### config.mk
export PLATFORM = sky130hd
export DESIGN_NAME = score_text_writer
export DESIGN_NICKNAME = d
export VERILOG_FILES = /design/src/rtl/score_text_writer.sv
export SDC_FILE = /design/constraint.sdc
export NUM_CORES = 1
export LEC_CHECK = 0
export BUFFER_PORTS_ARGS = -buffer_cell sky130_fd_sc_hd__buf_2
export CAP_MARGIN = 20
export CELL_PAD_IN_SITES_DETAIL_PLACEMENT = 1
export CELL_PAD_IN_SITES_GLOBAL_PLACEMENT = 2
export CORE_MARGIN = 1
export CORE_UTILIZATION = 35
export DETAILED_ROUTE_END_ITERATION = 16
export PLACE_DENSITY = 0.87
export SLEW_MARGIN = 40
export SYNTH_ARGS = -nofsm -noshare
export SYNTH_HDL_FRONTEND = slang
export SYNTH_SLANG_ARGS = --single-unit
### constraint.sdc
create_clock -name clk -period 2.5 [get_ports clk]
set_input_delay 0.125 -clock clk [delete_from_list [all_inputs] [get_ports clk]]
set_output_delay 0.125 -clock clk [all_outputs]
set_load 0.1 [all_outputs]
### src/rtl/score_text_writer.sv
// Converts a 16-bit score to decimal with serial double-dabble and writes
// the 11-character string "SCORE ddddd" into the character buffer.
module score_text_writer #(
  parameter int BASE_ADDR   = 0,
  parameter int ADDR_W      = 7,
  parameter bit BLANK_ZEROS = 1'b1
) (
  input  logic              clk,
  input  logic              rst_n,
  input  logic              start,
  input  logic [15:0]       score,
  input  logic              wr_ready,
  output logic              wr_en,
  output logic [ADDR_W-1:0] wr_addr,
  output logic [6:0]        wr_data,
  output logic              busy,
  output logic              done
);

  typedef enum logic [1:0] {
    S_IDLE    = 2'd0,
    S_CONVERT = 2'd1,
    S_WRITE   = 2'd2,
    S_FINISH  = 2'd3
  } state_t;

  state_t      state;
  state_t      state_next;
  logic [15:0] shreg;
  logic [19:0] bcd;
  logic [19:0] bcd_adj;
  logic [3:0]  bitcnt;
  logic [3:0]  idx;
  logic [6:0]  char_sel;
  logic [3:0]  blank;

  function automatic logic [3:0] add3(input logic [3:0] d);
    return (d >= 4'd5) ? d + 4'd3 : d;
  endfunction

  function automatic logic [6:0] digit_char(input logic [3:0] d, input logic is_blank);
    return is_blank ? 7'h20 : 7'h30 + {3'b000, d};
  endfunction

  // Double-dabble correction applied before each shift
  always_comb begin
    bcd_adj = {add3(bcd[19:16]), add3(bcd[15:12]), add3(bcd[11:8]),
               add3(bcd[7:4]), add3(bcd[3:0])};
  end

  // Leading-zero suppression; the units digit is never blanked
  always_comb begin
    blank = 4'b0000;
    if (BLANK_ZEROS) begin
      blank[3] = (bcd[19:16] == 4'd0);
      blank[2] = blank[3] && (bcd[15:12] == 4'd0);
      blank[1] = blank[2] && (bcd[11:8] == 4'd0);
      blank[0] = blank[1] && (bcd[7:4] == 4'd0);
    end else begin
      blank = 4'b0000;
    end
  end

  always_comb begin
    char_sel = 7'h20;
    case (idx)
      4'd0:    char_sel = 7'h53;
      4'd1:    char_sel = 7'h43;
      4'd2:    char_sel = 7'h4F;
      4'd3:    char_sel = 7'h52;
      4'd4:    char_sel = 7'h45;
      4'd5:    char_sel = 7'h20;
      4'd6:    char_sel = digit_char(bcd[19:16], blank[3]);
      4'd7:    char_sel = digit_char(bcd[15:12], blank[2]);
      4'd8:    char_sel = digit_char(bcd[11:8], blank[1]);
      4'd9:    char_sel = digit_char(bcd[7:4], blank[0]);
      4'd10:   char_sel = digit_char(bcd[3:0], 1'b0);
      default: char_sel = 7'h20;
    endcase
  end

  always_comb begin
    state_next = state;
    case (state)
      S_IDLE: begin
        if (start) state_next = S_CONVERT;
        else       state_next = S_IDLE;
      end
      S_CONVERT: begin
        if (bitcnt == 4'd15) state_next = S_WRITE;
        else                 state_next = S_CONVERT;
      end
      S_WRITE: begin
        if (wr_ready && (idx == 4'd10)) state_next = S_FINISH;
        else                            state_next = S_WRITE;
      end
      S_FINISH: state_next = S_IDLE;
      default:  state_next = S_IDLE;
    endcase
  end

  always_ff @(posedge clk or negedge rst_n) begin
    if (!rst_n) begin
      state  <= S_IDLE;
      shreg  <= 16'd0;
      bcd    <= 20'd0;
      bitcnt <= 4'd0;
      idx    <= 4'd0;
    end else begin
      state <= state_next;
      case (state)
        S_IDLE: begin
          if (start) begin
            shreg  <= score;
            bcd    <= 20'd0;
            bitcnt <= 4'd0;
          end
        end
        S_CONVERT: begin
          {bcd, shreg} <= {bcd_adj[18:0], shreg, 1'b0};
          bitcnt       <= bitcnt + 4'd1;
          if (bitcnt == 4'd15) idx <= 4'd0;
        end
        S_WRITE: begin
          if (wr_ready) idx <= idx + 4'd1;
        end
        S_FINISH: idx <= 4'd0;
        default:  idx <= 4'd0;
      endcase
    end
  end

  // Outputs depend only on registered state and idx, never on wr_ready/start
  assign wr_en   = (state == S_WRITE);
  assign busy    = (state != S_IDLE);
  assign done    = (state == S_FINISH);
  assign wr_addr = ADDR_W'(BASE_ADDR) + ADDR_W'(idx);
  assign wr_data = (state == S_WRITE) ? char_sel : 7'h00;

endmodule
==> impl_metrics.env <==
export IMPL_synth_cell_types=50
export IMPL_drv_slew=0
export IMPL_core_area_um2=7810
export IMPL_antenna_cells=0
export IMPL_finish_utilization_pct=44.2
export IMPL_dieHeight_um=92.2
export IMPL_synth_area_leaders="dfrtp_1 40%, ha_1 7.9%, nand3_1 4.4%"
export IMPL_slowest_delay_ps=530
export IMPL_crit_chain="ha_4 -> or4_4 -> a32o_2 -> a221oi_4 -> a31oi_4 -> buf_12"
export IMPL_finalCriticalPeriod_ps=2460
export IMPL_grt_pass1_wl_um=12100
export IMPL_yosys_cell_count_top_type="dfrtp_1"
export IMPL_htreeDepth=2
export IMPL_fill_cells=928
export IMPL_skew_ps=5.05
export IMPL_synth_top_area_share_pct=40.5
export IMPL_finalSetupViolCount=0
export IMPL_drt_total_wl_um=7200
export IMPL_yosys_warnings=0
export IMPL_critPathMaxFanout=5
export IMPL_start_kind="flop"
export IMPL_grt_max_degree=40
export IMPL_synthSimpleGateAreaFrac_pct=21.4
export IMPL_post_drt_wl_per_cell_um=15.7
export IMPL_initial_core_util_pct=36.4
export IMPL_gr_usage_all_layers_pct=17.8
export IMPL_synthAdderAreaFrac_pct=7.92
export IMPL_p_leak_nw=1.49
export IMPL_cp_arrival_ps=2330
export IMPL_drcViolationCount=0
export IMPL_nets=393
export IMPL_synth_top_family_by_area="simple AND/OR/NAND/NOR gates"
export IMPL_synth_xor_area_share_pct=1.85
export IMPL_num_vias=2481
export IMPL_fmax_ghz=0.407
export IMPL_stdcell_count=458
export IMPL_drive_gt1_share_pct=24.7
export IMPL_synthCells=318
export IMPL_dieArea_um2=8490
export IMPL_crit_family="compound AO/OA/AOI/OAI gates"
export IMPL_ff2ff_path_depth=6
export IMPL_worst_slew_pin_slew_ps=538
export IMPL_yosys_area_top_type="dfrtp_1"
export IMPL_root_buffer="clkbuf_8"
export IMPL_synth_area_um2=2850
export IMPL_min_path_type="in -> reg"
export IMPL_synth_edf_count=0
export IMPL_path_class="reg -> out"
export IMPL_crit_buf_inv=1
export IMPL_clockBufferDepth=2
export IMPL_antenna_found_initial=0
export IMPL_synth_area_mux_share_pct=1.98
export IMPL_synthArstFlopShare_pct=100
export IMPL_io_buffers=33
export IMPL_rsz0062_at_grt="yes"
export IMPL_cts_buffers_inserted=5
export IMPL_grt_pass1_vias=2467
export IMPL_cp_end_kind="output port"
export IMPL_outcome="complete, no violations"
export IMPL_synth_commonest_cells="46 x dfrtp_1, 32 x nand2_1, 25 x nand3_1"
export IMPL_cts_tree="done"
export IMPL_crit_slowest_cell="dfrtp_4"
export IMPL_synth_compound_area_share_pct=20.4
export IMPL_grt_ovfl_total=0
export IMPL_io_pins=37
export IMPL_synth_ff_latch_count=46
export IMPL_clock_sinks=46
export IMPL_worst_path_stages=6
export IMPL_multi_input_area_um2=1660
export IMPL_antenna_left=0
export IMPL_synth_avg_cell_area_um2=8.95
export IMPL_hold_viol=0
export IMPL_synth_ff_type="dfrtp_1"
export IMPL_clk_pin_slew_worst_paths_ps=90
export IMPL_dr_pass1_iters=4
export IMPL_gp_congestion=0.823
export IMPL_maxCapViolations=0
export IMPL_period_share_pct=98.3
export IMPL_die_w_um=92.2
export IMPL_post_drt_via_cell_ratio=5.42
export IMPL_syn_to_final_growth_pct=21.3
export IMPL_seq_area_um2=1160
export IMPL_ir_drop_mv=0.379
export IMPL_clk_latency_ps=300
export IMPL_synth_seq_area_share_pct=40.5
export IMPL_min_path_cells=3
export IMPL_timing_hold_ws_ps=35.0
export IMPL_required_ps=2380
export IMPL_slew_headroom_pct=64.1
export IMPL_post_dp_hpwl_um=5050
export IMPL_power_density_nw_per_um2=1350
export IMPL_dp_cells=446
export IMPL_rows=32
export IMPL_drtIter0Drc=125
-- cell type report --
| type | instances | share of cell area [%] |
|---|---|---|
| Sequential cell | 46 | 33.6 |
| Clock inverter | 3 | 1.30 |
| Multi-Input combinational cell | 238 | 48.2 |
| Tap cell | 102 | 3.70 |
| Clock buffer | 5 | 1.99 |
| Inverter | 14 | 1.59 |
| Timing Repair Buffer | 50 | 9.64 |
-- registers in the layout, indices dropped and copies added (netlist names), named ones only --
register and flops:
bitcnt 4, state 1, idx 4, shreg 16, bcd 20
-- cells by family (layout without fill, tap and decap cells) --
kind of cell / after synthesis / count (layout)
buf+inv: 36 / 72
fa+ha+maj: 18 / 18
flops: 46 / 46
other cells: 1 / 3
compound gates: 85 / 85
xor+xnor: 6 / 6
simple gates: 121 / 121
mux: 5 / 5
-- layout by cell type (no fill, tap or decap), types with 2 or more instances in the layout --
cell type / n
o211ai_1: 2
nand3_1: 25
buf_4: 16
xnor2_1: 5
clkbuf_4: 3
clkinvlp_4: 2
nand2b_1: 9
a22oi_1: 13
a22o_1: 2
buf_2: 28
nand2_1: 32
nor2_1: 20
o22ai_1: 5
a21oi_2: 2
o21ai_0: 6
o21ai_1: 14
dfrtp_4: 2
a21oi_1: 10
dfrtp_1: 44
nor2b_1: 4
inv_1: 12
conb_1: 3
nor3b_1: 4
ha_2: 3
clkbuf_8: 5
nand3b_1: 2
nand4_1: 7
mux2_2: 5
a31oi_4: 3
a32o_1: 6
nor3_1: 5
buf_12: 2
o31ai_1: 11
ha_1: 14
-- repair_timing --
item | CTS | global route
endpoints found under the hold margin | 19 | 0
pin swaps | 1 | 4
setup endpoints to repair | 2 | 5
hold buffers | 1 | 0
buffers inserted | 1 | 2
resized for setup | 6 | 15
-- worst paths after layout --
check | startpoint | slack [ps] | end
hold reg to reg | shreg[8] | 480 | shreg[8]
hold / removal | score[0] | 40 | shreg[0]
setup reg to reg | bcd[13] | 690 | bcd[14]
min in group asynchronous | rst_n | 300 | bcd[13]
max in group asynchronous | rst_n | 1470 | shreg[0]
setup / recovery | idx[0] | 40 | wr_data[1]
-- tightest hold or removal path, stage by stage --
cell	delay, ps
buf_2	80
nand2_1	50
nand2_1	50
-- stage by stage --
step	instance area [um2]	total power, mW	worst slack [ps]	setup TNS, ps
2_1_floorplan	2930	3.41	15.3	0
3_3_place_gp	3220	3.91	218	0
3_5_place_dp	3220	4.00	197	0
4_1_cts	3380	4.61	-28.9	-28.9
5_1_grt	3450	5.07	-31.3	-72.3
6_report	3450	4.67	41.5	0
-- where the power goes --
part | switching (mW) | internal [mW] | total (mW)
logic | 1.55 | 1.03 | 2.58
clock network | 0.260 | 0.298 | 0.558
registers | 0.428 | 1.10 | 1.53
total | 2.24 | 2.43 | 4.67
-- per-layer routing --
layer  routed length [um]  track usage [%]  vias to the layer above
met5                    0                0                        -
met4                   55             3.52                        0
met3                  171             2.82                        5
met2                 3400             29.0                       34
met1                 3570             24.9                     1224
li1                     -                -                     1218
Note: power is estimated with default switching activity, not from simulation.
